==> src/rtl/heavy_part_table_dump.sv <==
// Heavy-part table readout: scans every bank entry once and forwards occupied entries to the report FIFO.
// Optional build macro DUMP_CLEAR_EN: zero each occupied entry as it is read back, making the dump destructive.
module heavy_part_table_dump #(
    parameter int ADDR_W   = 12,
    parameter int DATA_W   = 96,
    parameter int RD_LAT   = 2,
    parameter int MIN_VOTE = 1
) (
    input  logic              clk,
    input  logic              reset,
    input  logic              dump_start,
    output logic              dump_busy,
    output logic              dump_done,
    output logic [ADDR_W:0]   entry_count,
    output logic              ram_rden,
    output logic [ADDR_W-1:0] ram_rdaddr,
    input  logic [DATA_W-1:0] ram_rdvalue,
    output logic              ram_wren,
    output logic [ADDR_W-1:0] ram_wraddr,
    output logic [DATA_W-1:0] ram_wrvalue,
    output logic              entry_out_wr,
    output logic [DATA_W-1:0] entry_out,
    input  logic              entry_out_alf
);

    typedef enum logic [1:0] {
        IDLE  = 2'd0,
        SCAN  = 2'd1,
        DRAIN = 2'd2,
        DONE  = 2'd3
    } state_t;

    state_t            state;
    state_t            state_nxt;
    logic [ADDR_W-1:0] addr;
    logic [RD_LAT-1:0] tag_vld;
    logic              issue;
    logic              start_ok;
    logic              ret_vld;
    logic              occupied;
    logic              emit;

    // Flow control: a read is issued in any SCAN cycle where entry_out_alf is low.
    // The downstream FIFO keeps RD_LAT+1 words free while alf is low, so in-flight
    // reads always drain into it even after alf rises; there is no per-word ready.
    assign issue      = (state == SCAN) && !entry_out_alf;
    assign start_ok   = (state == IDLE) && dump_start;
    assign ram_rden   = issue;
    assign ram_rdaddr = issue ? addr : '0;
    assign dump_busy  = (state != IDLE);
    assign dump_done  = (state == DONE);

    assign ret_vld  = tag_vld[RD_LAT-1];
    assign occupied = ret_vld && (ram_rdvalue != '0);
    assign emit     = occupied && (ram_rdvalue[63:32] >= 32'(MIN_VOTE));

    always_ff @(posedge clk or negedge reset) begin
        if (!reset) begin
            state <= IDLE;
        end else begin
            state <= state_nxt;
        end
    end

    always_comb begin
        state_nxt = state;
        case (state)
            IDLE:  if (dump_start) state_nxt = SCAN;
            SCAN:  if (issue && (&addr)) state_nxt = DRAIN;
            DRAIN: if (tag_vld == '0) state_nxt = DONE;
            DONE:  state_nxt = IDLE;
            default: state_nxt = IDLE;
        endcase
    end

    // addr wraps to 0 after the last issue and is never reissued in DRAIN.
    always_ff @(posedge clk or negedge reset) begin
        if (!reset) begin
            addr <= '0;
        end else if (start_ok) begin
            addr <= '0;
        end else if (issue) begin
            addr <= addr + 1'b1;
        end
    end

    always_ff @(posedge clk or negedge reset) begin
        if (!reset) begin
            tag_vld <= '0;
        end else begin
            for (int i = RD_LAT - 1; i > 0; i--) begin
                tag_vld[i] <= tag_vld[i-1];
            end
            tag_vld[0] <= issue;
        end
    end

    always_ff @(posedge clk or negedge reset) begin
        if (!reset) begin
            entry_out_wr <= 1'b0;
            entry_out    <= '0;
            entry_count  <= '0;
        end else begin
            entry_out_wr <= emit;
            if (emit) begin
                entry_out <= {ram_rdvalue[DATA_W-1:32], 32'd0};
            end
            if (start_ok) begin
                entry_count <= '0;
            end else if (emit) begin
                entry_count <= entry_count + 1'b1;
            end
        end
    end

`ifdef DUMP_CLEAR_EN
    // The address travels with the valid bit so the clear lands on the entry just read.
    logic [ADDR_W-1:0] tag_addr [RD_LAT];

    always_ff @(posedge clk or negedge reset) begin
        if (!reset) begin
            for (int i = 0; i < RD_LAT; i++) begin
                tag_addr[i] <= '0;
            end
        end else begin
            for (int i = RD_LAT - 1; i > 0; i--) begin
                tag_addr[i] <= tag_addr[i-1];
            end
            tag_addr[0] <= addr;
        end
    end

    always_ff @(posedge clk or negedge reset) begin
        if (!reset) begin
            ram_wren   <= 1'b0;
            ram_wraddr <= '0;
        end else begin
            ram_wren <= occupied;
            if (occupied) begin
                ram_wraddr <= tag_addr[RD_LAT-1];
            end
        end
    end

    assign ram_wrvalue = '0;
`else
    assign ram_wren    = 1'b0;
    assign ram_wraddr  = '0;
    assign ram_wrvalue = '0;
`endif

endmodule

==> config.mk <==
export PLATFORM = sky130hd
export DESIGN_NAME = heavy_part_table_dump
export DESIGN_NICKNAME = d
export VERILOG_FILES = /design/src/rtl/heavy_part_table_dump.sv
export SDC_FILE = /design/constraint.sdc
export NUM_CORES = 1
export LEC_CHECK = 0
export ABC_AREA = 1
export BUFFER_PORTS_ARGS = -buffer_cell sky130_fd_sc_hd__buf_2
export CAP_MARGIN = 20
export CORE_AREA = 2 2 130 132
export CTS_CLUSTER_SIZE = 8
export DETAILED_ROUTE_END_ITERATION = 6
export DIE_AREA = 0 0 132 134
export GPL_ROUTABILITY_DRIVEN = 0
export PLACE_DENSITY = 0.65
export SYNTH_ARGS = -nofsm -noshare
export SYNTH_HDL_FRONTEND = slang
export SYNTH_SLANG_ARGS = --single-unit
==> constraint.sdc <==
create_clock -name clk -period 1.73 [get_ports clk]
set_input_delay 0.0865 -clock clk [delete_from_list [all_inputs] [get_ports clk]]
set_output_delay 0.0865 -clock clk [all_outputs]
set_load 0.005 [all_outputs]
# Word level (Yosys, flattened, before mapping)
# Cells that the tools add are included.
dict set report classes {
  add_sub_neg 2
  multipliers 0
  n_div 0
  n_lt_le_gt_ge 1
  eq_ne 6
  shift 0
  muxes 9
  n_bitwise 0
  n_reduce_logical 14
}
# cell n
set op_table {}
lappend op_table {{nonzero test 96 bit} 1}
lappend op_table {{2-to-1 mux 12 bit} 3}
lappend op_table {{greater-or-equal comparator 32 x 1 -> 1 bit (second input constant)} 1}
lappend op_table {{2-to-1 mux 13 bit} 2}
lappend op_table {{adder 13 x 1 -> 13 bit (second input constant)} 1}
lappend op_table {{adder 12 x 1 -> 12 bit (second input constant)} 1}
lappend op_table {{AND reduction 12 bit} 1}
lappend op_table {{case mux 2 bit (4 select lines)} 1}
lappend op_table {{2-to-1 mux 2 bit} 3}
lappend op_table {{nonzero test 2 bit} 3}
lappend op_table {{logical AND 1 bit} 5}
lappend op_table {{== test 2 bit (second input constant)} 2}
lappend op_table {{logical NOT 2 bit} 2}
lappend op_table {{inequality test 2 bit (second input constant)} 2}
lappend op_table {{AND reduction 3 bit} 1}
lappend op_table {{== test 2 x 1 -> 1 bit (second input constant)} 1}
lappend op_table {{inequality test 2 x 1 -> 1 bit (second input constant)} 1}
lappend op_table {{logical NOT 1 bit} 1}
dict set report totals {
  register_bits 94
  latch_bits 0
  ramBits 0
  mem_bits_ro 0
  in_bits 100
  out_inout_bits 234
  wordCells 38
  memories 0
}

# Logic depth before layout (Yosys ltp)
# Gate-level depths: netlist of run 1.
dict set report logic_depth {
  ltp_word 5
  depth_mapped 10
  mapped_depth_nobuf 10
}

# Least setup slack after synthesis of run 1
# OpenSTA, ideal clock, no wires.
dict set report synth_path {
  path_kind {flip-flop to flip-flop}
  start {register state[1]}
  end {register addr[10]}
  setup_time_ps 121
  arrival_ps 1476
  required_ps 1609
  setup_slack_ps 133
  path_stages_with_launch 10
  path_buffers 0
  period_less_slack_ps 1597
  path_cell_list {dfrtp_1 inv_1 ha_1 inv_1 nor2_2 inv_2 nor3_1 nand2_1 o21ai_0 nor2_1}
}
dict set report synth_between {
  elab_chain_cells 3
  word_cells_on_any_way 6
  classes_between {eq/ne: 1; mux: 1; reduce/logical: 4}
}
# element line_no
set synth_lines {}
lappend synth_lines {{start, declared} 33} ;# state_t state;
lappend synth_lines {{start signal, assigned} 61} ;# state <= state_nxt;
lappend synth_lines {{== test 2 x 1 -> 1 bit} 46} ;# assign issue = (state == SCAN) && !entry_out_alf;
lappend synth_lines {{logical AND 1 bit} 46}
lappend synth_lines {{net ram_rden} 15} ;# output logic ram_rden,
lappend synth_lines {{nonzero test 2 bit (no source line)} -}
lappend synth_lines {{end signal, assigned} 83} ;# addr <= addr + 1'b1;
lappend synth_lines {{end, declared} 35} ;# logic [ADDR_W-1:0] addr;
# The timed path passes the listed nets, and every way through them passes these cells.
# A chain may end at the register's enable or synchronous reset.

# Worst setup path after layout of run 1
dict set report layout_path {
  start {register state[1]}
  end {output ram_rdaddr[0]}
}
dict set report layout_between {
  elab_chain_cells 3
}
# element line_no
set layout_lines {}
lappend layout_lines {{== test 2 x 1 -> 1 bit} 46}
lappend layout_lines {{logical AND 1 bit} 46}
lappend layout_lines {{2-to-1 mux 12 bit} 49} ;# assign ram_rdaddr = issue ? addr : '0;
lappend layout_lines {{end, declared} 16} ;# output logic [ADDR_W-1:0] ram_rdaddr,
# No other way between the ends.

==> results of run 1 <==
kinds of logic after synthesis:
| logic type | count (synthesis) | share of synthesized area [%] |
|---|---|---|
| adders and majority gates | 7 | 1.59 |
| DFF | 94 | 42.6 |
| xor gates and xnor gates | 5 | 0.794 |
| buffers and inverters | 205 | 24.8 |
| AOI/OAI and AO/OA | 21 | 2.20 |
| and+or+nand+nor | 381 | 27.9 |
| other | 1 | 0.0680 |
area by class of cell:
type / count / area (µm²)
well taps: 220 / 275
inverters: 44 / 168
clock inverters: 7 / 62.6
flip-flops and latches: 94 / 2350
clock buffers: 9 / 225
fillers: 1615 / 9060
repair buffers: 243 / 1750
multi-input cells: 555 / 2400
what timing repair did:
action,CTS,global route
hold buffers,61,0
setup buffers,1,6
gates resized for setup,4,25
endpoints found under the hold margin,154,0
pin swaps,0,5
setup endpoints to repair,11,90
cloned,0,5
routing by layer:
layer	wire length [µm]	part of all wire [%]	vias to the layer above
li1	-	-	2385
met1	6120	42	2269
met2	7430	51	190
met3	985	6.7	10
met4	133	0.91	0
met5	0	0	-
state kept, by name, summed over array words and instances (netlist names):
name,flops
state,2
tag_vld,2
entry_out_wr,1
entry_out,64
entry_count,13
addr,12
metrics by stage:
stage / setup TNS, ns / util, % / cell area [µm²] / cells / power (mW)
global route: -0.0475 / 44.4 / 7230 / 1172 / 9.67
detailed placement: 0 / 37.2 / 6060 / 1083 / 6.54
global placement: 0 / 37.2 / 6060 / 1083 / 6.48
finish: 0 / 44.4 / 7230 / 1172 / 8.94
floorplan: 0 / - / 6040 / 854 / 5.38
CTS: 0 / 42.8 / 6980 / 1161 / 8.68
cells in the final DEF, fill, tap and decap left out, drive strengths merged:
cell,Yosys,layout
o21ai,14,14
ha,7,7
conb,1,141
o21a,1,1
or2,1,1
buf,155,178
dlygate4sd3,0,61
nand4,18,18
inv,44,49
o21bai,1,1
xor2,4,4
xnor2,1,1
nand2,259,259
dfrtp,94,94
nor3,9,9
a21oi,5,5
clkbuf,6,13
clkinv,0,2
nand3,36,36
nor2,58,58
tightest hold or removal path, stage by stage:
cell and delay [ns]:
buf_2 0.11, inv_1 0.06, o21ai_0 0.08
report_power, final:
group / internal, mW / total [mW] / switching [mW]
clock network: 1.01 / 1.95 / 0.934
registers: 3.03 / 3.51 / 0.477
logic: 1.57 / 3.48 / 1.91
worst max-delay path by stage:
stage / slack [ns] / cells past startpoint / to / startpoint
floorplan: 0.13 / 9 / addr[10] / state[1]
global route: -0.02 / 8 / ram_rdaddr[0] / state[1]
finish: 0.06 / 8 / ram_rdaddr[0] / state[1]
global placement: 0.16 / 9 / addr[10] / state[1]
CTS: 0.02 / 8 / ram_rdaddr[0] / state[1]
detailed placement: 0.12 / 10 / addr[5] / state[1]
==> results.yml, run 1 <==
route:
  drt-initial-drc-count: 169
  vias: 4854
  drc_errors: 0
  drtAntennaViolNets: 0
  routed_wl_um: 14700
  viasPerCell: 4.14
  first_pass_iters: 4
  wl_per_cell_um: 12.5
worst_setup_path:
  path_cells: "inv_2 -> ha_4 -> inv_2 -> nor2_4 -> inv_4 -> buf_8 -> nor2_4 -> buf_2"
  r2r_cells: 10
  critical_path.max_fanout: 6
  path_buf_inv: 5
  crit_required_ns: 1.64
  worst_r2r_endpoint: "addr[5]"
  crit_path_top_delay_cell: "dfrtp_1"
  worst_setup_path_start_kind: "register"
  end_kind: "primary output"
  rrSetupSlack_ns: 0.10
  worstSetupPathType: "register to primary output"
  worstPathArrival_ns: 1.59
  crit_family: "buffers and inverters"
  r2r-start: "state[1]"
  cpPeakStageDelay_ns: 0.40
clocking:
  clk_pin_slew_ns: 0.07
  root_buffer: "clkbuf_16"
  h-tree-depth: 3
  cts.sinks: 94
  cts.path.max_buffers: 2
  numCtsBuffers: 9
  tritoncts: "done"
  clock_latency_ns: 0.35
synthesis:
  yosysMostFrequentCell: "nand2_1"
  synthTopCellsByArea: "dfrtp_1 43%, buf_4 19%, nand2_1 18%, nor2_1 3.9%, nand3_1 3.3%"
  ys.flop_type: "dfrtp_1"
  synth_edf_count: 0
  synth-async-reset-ratio_pct: 100
  avgSynthCellArea_um2: 7.73
  synthCells: 714
  synth_area_leader_cell: "dfrtp_1"
  yosysUniqueCellTypes: 24
  yosysSeqAreaShare_pct: 42.6
  yosys.area.top_type_share_pct: 42.6
  yosys_register_bits: 94
  synth_commonest_cells: "259 x nand2_1, 141 x buf_4, 94 x dfrtp_1, 57 x nor2_1, 43 x inv_1"
  synth.cell_area_um2: 5520
  yosys_warnings: 0
global_routing:
  global_route.usage.met3_pct: 4.80
  grt_max_degree: 50
  use_met1_pct: 18.6
  grt_pass1_wl_um: 21900
  top_usage_layer: "met2"
  grtUsageMet2_pct: 26.6
  grt_pass1_vias: 4434
  grt.overflow.total: 0
  grtUsageTotal_pct: 15.3
  antenna_found_initial: 0
sta:
  setup_violations: 0
  hold_slack_ns: 0.0423
  fin_ws_ns: 0.0568
  finalClockSkew_ns: 0.0106
  maxSlewViolCount: 0
  fin_crit_ns: 1.67
  timing.fmax_ghz: 0.598
  grt_setup_unrepaired: "yes"
  hold_violations: 0
  period_share_pct: 96.7
placed_design:
  dp_hpwl_um: 9150
  portBuffers: 160
  pre_cts_slack_ns: 0.117
min_path:
  min_to: "entry_out[46]"
  hold_path_startpoint: "ram_rdvalue[46]"
  whs_path_depth: 3
  hp-class: "primary input to register"
cells_and_area:
  num-nets-final: 1054
  area_delta_synth_final_pct: 31.1
  n_antenna_cell: 0
  layout-drive-gt1-share_pct: 23.5
die:
  core-area_um2: 16300
  io_pins: 334
  die_w_um: 132
  fp.dieH_um: 134
  dieArea_um2: 17700
  start_util_pct: 33.9
  row_count: 47
flow_run:
  maxCapViolCount: 0
pwr:
  power_density_nw_per_um2: 1240
  leakagePower_nw: 4.07
  ir_drop_mv: 0.493
outcome:
  status: "completed"
(Power assumes the default switching activity.)
==> inputs of run 2 (changes only) <==
==> constraint.sdc (replaced) <==
create_clock -name clk -period 1.7 [get_ports clk]
set_input_delay 0.085 -clock clk [delete_from_list [all_inputs] [get_ports clk]]
set_output_delay 0.085 -clock clk [all_outputs]
set_load 0.05 [all_outputs]
==> run 2 against run 1 <==
Clock power up 6%. Total power grew 42%. Global-route usage decreased by 0.50 points. Critical endpoint unchanged. Largest cell class unchanged. Clock skew fell by 0.0042 ns. Wire length is 3.7% lower. Sequential share of layout area shrank 0.70 points. Hold slack better by 0.0045 ns.
==> results.yml, run 2 (synthesis gave the netlist of run 1 again) <==
clocking:
  clock_latency_ns: 0.34
  cts.sinks: 94
  root_buffer: "clkbuf_16"
  tritoncts: "done"
  clk_pin_slew_ns: 0.06
  numCtsBuffers: 9
  h-tree-depth: 3
  cts.path.max_buffers: 2
worst_setup_path:
  worst_setup_path_start_kind: "register"
  worstSetupPathType: "register to primary output"
  end_kind: "primary output"
  path_cells: "inv_2 -> ha_4 -> inv_2 -> nor2_4 -> inv_4 -> buf_4 -> nor2_4 -> buf_8"
  critical_path.max_fanout: 7
  r2r_cells: 9
  crit_path_top_delay_cell: "dfrtp_1"
  cpPeakStageDelay_ns: 0.39
  crit_required_ns: 1.62
  worstPathArrival_ns: 1.59
die:
  fp.dieH_um: 134
  row_count: 47
  die_w_um: 132
  core-area_um2: 16300
  io_pins: 334
  start_util_pct: 33.9
  dieArea_um2: 17700
pwr:
  ir_drop_mv: 0.855
  power_density_nw_per_um2: 1710
  pwr-share-clk_pct: 16.3
  p_int_mw: 5.93
  switching_share_pct: 53.1
  power.share.combinational_pct: 55.6
  p_switching_mw: 6.73
  seq_power_share_pct: 28.1
  leakagePower_nw: 4.08
cells_and_area:
  post-route-util_pct: 45.3
  nFillCells: 1587
  n_antenna_cell: 0
  area_delta_synth_final_pct: 33.8
  final_common_cell: "nand2_1"
  final_cell_mix: "257 x nand2_1, 147 x buf_2, 141 x conb_1"
  final_cells: 1175
  largest_reg_flops: 64
  layout-drive-gt1-share_pct: 24.2
  top_regs: "entry_out (64), entry_count (13), addr (12)"
  num-nets-final: 1057
  top_register: "entry_out"
sta:
  finalClockSkew_ns: 0.00637
  hold_violations: 0
  fin_crit_ns: 1.67
  timing.fmax_ghz: 0.598
  period_share_pct: 98.4
  setup_violations: 0
  maxSlewViolCount: 0
  tns_ns: 0
  grt_setup_unrepaired: "yes"
placed_design:
  portBuffers: 160
  place_inst: 1085
  dp_hpwl_um: 8970
min_path:
  whs_path_depth: 3
  hp-class: "primary input to register"
route:
  drtAntennaViolNets: 0
  routed_wl_um: 14100
  viasPerCell: 4.11
  first_pass_iters: 5
  drc_errors: 0
  drt-initial-drc-count: 205
  wl_per_cell_um: 12.0
  vias: 4831
outcome:
  status: "completed"
global_routing:
  grt_pass1_wl_um: 21600
  grtUsageTotal_pct: 14.8
  grt.overflow.total: 0
  grt_pass1_vias: 4404
  grt_max_degree: 66
  antenna_found_initial: 0
flow_run:
  maxCapViolCount: 0
==> run 2: cell count changes in the layout (fill, tap and decap cells not counted), moves of 3 or more <==
cell / before / now
buf_2: 159 / 147
buf_6: 2 / 14
nor2_4: 4 / 15
nor2_2: 11 / 4
nor2_1: 43 / 39
buf_4: 10 / 13
==> run 2: stage by stage <==
stage          power, mW  hold slack, ns  setup WS, ns  instance area (µm²)
5_1_grt             13.4          0.0312       -0.0692                 7380
4_1_cts             12.5          0.0275       0.00212                 7200
2_1_floorplan       8.95          -0.211        -0.102                 6160
3_3_place_gp        10.1          0.0218         0.150                 6180
6_report            12.7          0.0468        0.0280                 7380
3_5_place_dp        10.2          0.0237         0.116                 6180
==> run 2: worst max-delay path, delay by kind of cell (launching register included) <==
kind                       cells  cell delay [ns]
DFF                            1             0.39
adders and majority gates      1             0.13
and+or+nand+nor                2             0.21
buffers and inverters          5             0.51
==> run 2: final timing paths <==
path	from	to	slack, ns
setup / recovery	state[1]	ram_rdaddr[0]	0.03
hold / removal	ram_rdvalue[47]	entry_out[47]	0.05
min in group asynchronous	reset	addr[10]	0.18
max in group asynchronous	reset	entry_out[65]	0.92
hold reg to reg	tag_vld[0]	tag_vld[1]	0.38
setup reg to reg	state[0]	addr[7]	0.17
==> run 2: layer usage <==
metal  up-vias  routed length, µm  track usage [%]
li1       2404                  -                -
met4         0                173             5.01
met1      2215               6140             18.9
met2       198               6740             24.5
met5         -                  0                0
met3        14               1070             3.97
==> run 2: power by group through the flow <==
stage / Sequential [mW] / Combinational [mW] / Clock [mW]
final: 3.55 / 7.04 / 2.06
after global routing: 3.66 / 7.51 / 2.23
after global placement: 3.57 / 6.52 / 0
after CTS: 3.54 / 6.80 / 2.15
after detailed placement: 3.59 / 6.56 / 0
after floorplan: 6.26 / 2.70 / 0
==> run 2: timing repair <==
item                                   4_1_cts  5_1_grt
pin swaps                                    1        4
cloned                                       0        7
endpoints found under the hold margin       89        0
setup endpoints to repair                   12       96
setup buffers                                5        1
hold buffers                                61        0
gates resized for setup                     22       17
==> run 2: final cells by class <==
class,instances,area (µm²),area share (%)
Clock inverter,6,68.8,0.932
Tap cell,220,275,3.73
Timing Repair Buffer,246,1810,24.6
Clock buffer,10,239,3.24
Sequential cell,94,2350,31.9
Multi-Input combinational cell,555,2470,33.4
Inverter,44,168,2.27
==> inputs of run 3 (changes only) <==
- ABC_AREA: 1 -> not set
- CTS_CLUSTER_SIZE: 8 -> 25
- PLACE_DENSITY: 0.65 -> not set
==> run 3 against run 2 <==
Hold slack better by 0.016 ns. Sequential share of layout area is 1.5 points higher. Die area stayed put. Non-clock buffer count is 16 higher.
==> results.yml, run 3 <==
worst_setup_path:
  cpPeakStageDelay_ns: 0.39
  worstPathArrival_ns: 1.60
  critical_path.max_fanout: 7
  path_cells: "inv_2 -> ha_4 -> buf_6 -> nor2b_4 -> buf_6 -> and2_4 -> buf_8"
  worstSetupPathType: "register to primary output"
  end_kind: "primary output"
  crit_required_ns: 1.62
  crit_path_top_delay_cell: "dfrtp_1"
  worst_setup_path_start_kind: "register"
  worst_path_most_repeated_cell: "buf_6"
die:
  io_pins: 334
  fp.dieH_um: 134
  row_count: 47
  dieArea_um2: 17700
  core-area_um2: 16300
  die_w_um: 132
  start_util_pct: 31.5
global_routing:
  grtUsageMet2_pct: 22.5
  grtUsageTotal_pct: 12.8
  top_usage_layer: "met2"
  use_met1_pct: 14.8
  global_route.usage.met3_pct: 3.85
  antenna_found_initial: 0
  grt_pass1_vias: 3639
  grt_pass1_wl_um: 18100
  grt_max_degree: 56
  grt.overflow.total: 0
cells_and_area:
  final_common_cell: "buf_2"
  post-route-util_pct: 43.4
  top_register: "entry_out"
  nFillCells: 1504
  final_cell_mix: "147 x buf_2, 141 x conb_1, 90 x dfrtp_1"
  top_regs: "entry_out (64), entry_count (13), addr (12)"
  design_area_um2: 7070
  n_antenna_cell: 0
  layout-drive-gt1-share_pct: 39.9
  largest_reg_flops: 64
  num-nets-final: 817
  area_delta_synth_final_pct: 37.8
pwr:
  total_power_mw: 8.07
  seq_power_share_pct: 34.2
  power.share.combinational_pct: 38.9
  p_switching_mw: 3.37
  pwr-share-clk_pct: 26.9
  power_density_nw_per_um2: 1140
  p_int_mw: 4.70
  leakagePower_nw: 3.50
  ir_drop_mv: 0.503
  switching_share_pct: 41.8
synthesis:
  yosys.area.top_type_share_pct: 45.8
  synthTopCellsByArea: "dfrtp_1 46%, buf_4 21%, mux2_1 7.9%, mux2_2 6.4%, ha_1 1.7%"
  synthCells: 452
  synth_area_leader_cell: "dfrtp_1"
  ys.flop_type: "dfrtp_1"
  yosys_warnings: 0
  yosysUniqueCellTypes: 39
  synth.cell_area_um2: 5130
  yosysSeqAreaShare_pct: 45.8
  avgSynthCellArea_um2: 11.4
  yosysMostFrequentCell: "buf_4"
  yosys_register_bits: 94
  synth_commonest_cells: "141 x buf_4, 94 x dfrtp_1, 36 x mux2_1, 29 x mux2_2, 15 x nand2_1"
  synth_edf_count: 0
  synth-async-reset-ratio_pct: 100
sta:
  period_share_pct: 99.0
  grt_setup_unrepaired: "yes"
  finalClockSkew_ns: 0.0125
  hold_slack_ns: 0.0633
  fin_crit_ns: 1.68
  timing.fmax_ghz: 0.594
  setup_violations: 0
  hold_violations: 0
  maxSlewViolCount: 0
route:
  wl_per_cell_um: 12.4
  vias: 3747
  routed_wl_um: 11500
  first_pass_iters: 4
  drc_errors: 0
  viasPerCell: 4.01
  drt-initial-drc-count: 57
  drtAntennaViolNets: 0
clocking:
  h-tree-depth: 3
  clk_pin_slew_ns: 0.06
  cts.sinks: 94
  cts.path.max_buffers: 2
  numCtsBuffers: 9
  clock_latency_ns: 0.34
  tritoncts: "done"
  root_buffer: "clkbuf_16"
placed_design:
  dp_hpwl_um: 8520
  post_dp_cell_area_um2: 5990
  portBuffers: 160
outcome:
  status: "completed"
min_path:
  hp-class: "primary input to register"
flow_run:
  maxCapViolCount: 0
[run 3: cell types whose count changed after synthesis, moves of 29 or more]
cell	before	now
inv_1	43	5
mux2_1	0	36
nand3_1	36	7
nand2_1	259	15
mux2_2	0	29
nor2_1	57	13
[run 3: critical path: cells and delay by family (launching register included)]
kind,cells,cell delay [ns]
buffers and inverters,4,0.45
and+or+nand+nor,2,0.31
DFF,1,0.39
adders and majority gates,1,0.13
[run 3: power by group through the flow]
stage               Sequential, mW  Combinational, mW  Clock (mW)
floorplan                     3.60               1.62           0
global placement              2.80               2.89           0
detailed placement            2.81               2.91           0
CTS                           2.77               3.09        2.23
global route                  2.81               3.32        2.31
finish                        2.76               3.14        2.17
[run 3: routing by layer]
metal  share of wire (%)  vias to the layer above
met3                 8.2                       12
met4                 1.8                        0
li1                    -                     1772
met1                  40                     1775
met5                   0                        -
met2                  50                      188
[run 3: path summary, 6_finish.rpt]
path | startpoint | end | slack (ns) | cells past startpoint
setup / recovery | state[1] | ram_rdaddr[4] | 0.02 | 7
hold / removal | ram_rdvalue[61] | entry_out[61] | 0.06 | 3
setup reg to reg | state[1] | state[1] | 0.04 | 7
hold reg to reg | tag_vld[0] | tag_vld[1] | 0.39 | 0
max in group asynchronous | reset | entry_count[2] | 0.91 | 3
min in group asynchronous | reset | state[0] | 0.17 | 2
[run 3: repair_timing]
action	4_1_cts	5_1_grt
gates cloned	1	0
gates resized for setup	43	16
pin swaps	4	3
buffers inserted	4	3
hold endpoints to repair	123	0
setup endpoints to repair	13	21
hold buffers	52	0
[run 3: layout make-up]
cell class	instances	area [µm²]	area share (%)
clock buffer	9	225	3.18
inverter	5	18.8	0.265
tap	220	275	3.89
sequential	94	2360	33.3
timing repair buffer	262	1870	26.5
clock inverter	6	93.8	1.33
multi-input combinational	338	2230	31.5
[run 3: kinds of logic (layout without fill, tap and decap cells)]
kind of cell,count (synthesis),count (layout),share of synthesized area [%]
fa+ha+maj,7,7,1.71
mux,66,66,14.5
other cells,1,141,0.0730
simple gates,84,84,9.48
buf+inv,160,282,23.2
compound gates,29,29,3.44
flops,94,94,45.8
xor+xnor,11,11,1.88
[run 3: stage by stage]
stage	cells	worst slack [ns]	TNS, ns
finish	934	0.0178	0
global route	934	-0.0514	-0.497
CTS	931	-0.000409	-0.000782
detailed placement	859	-0.253	-15.33
global placement	859	-0.229	-13.95
floorplan	592	-0.0698	-0.139
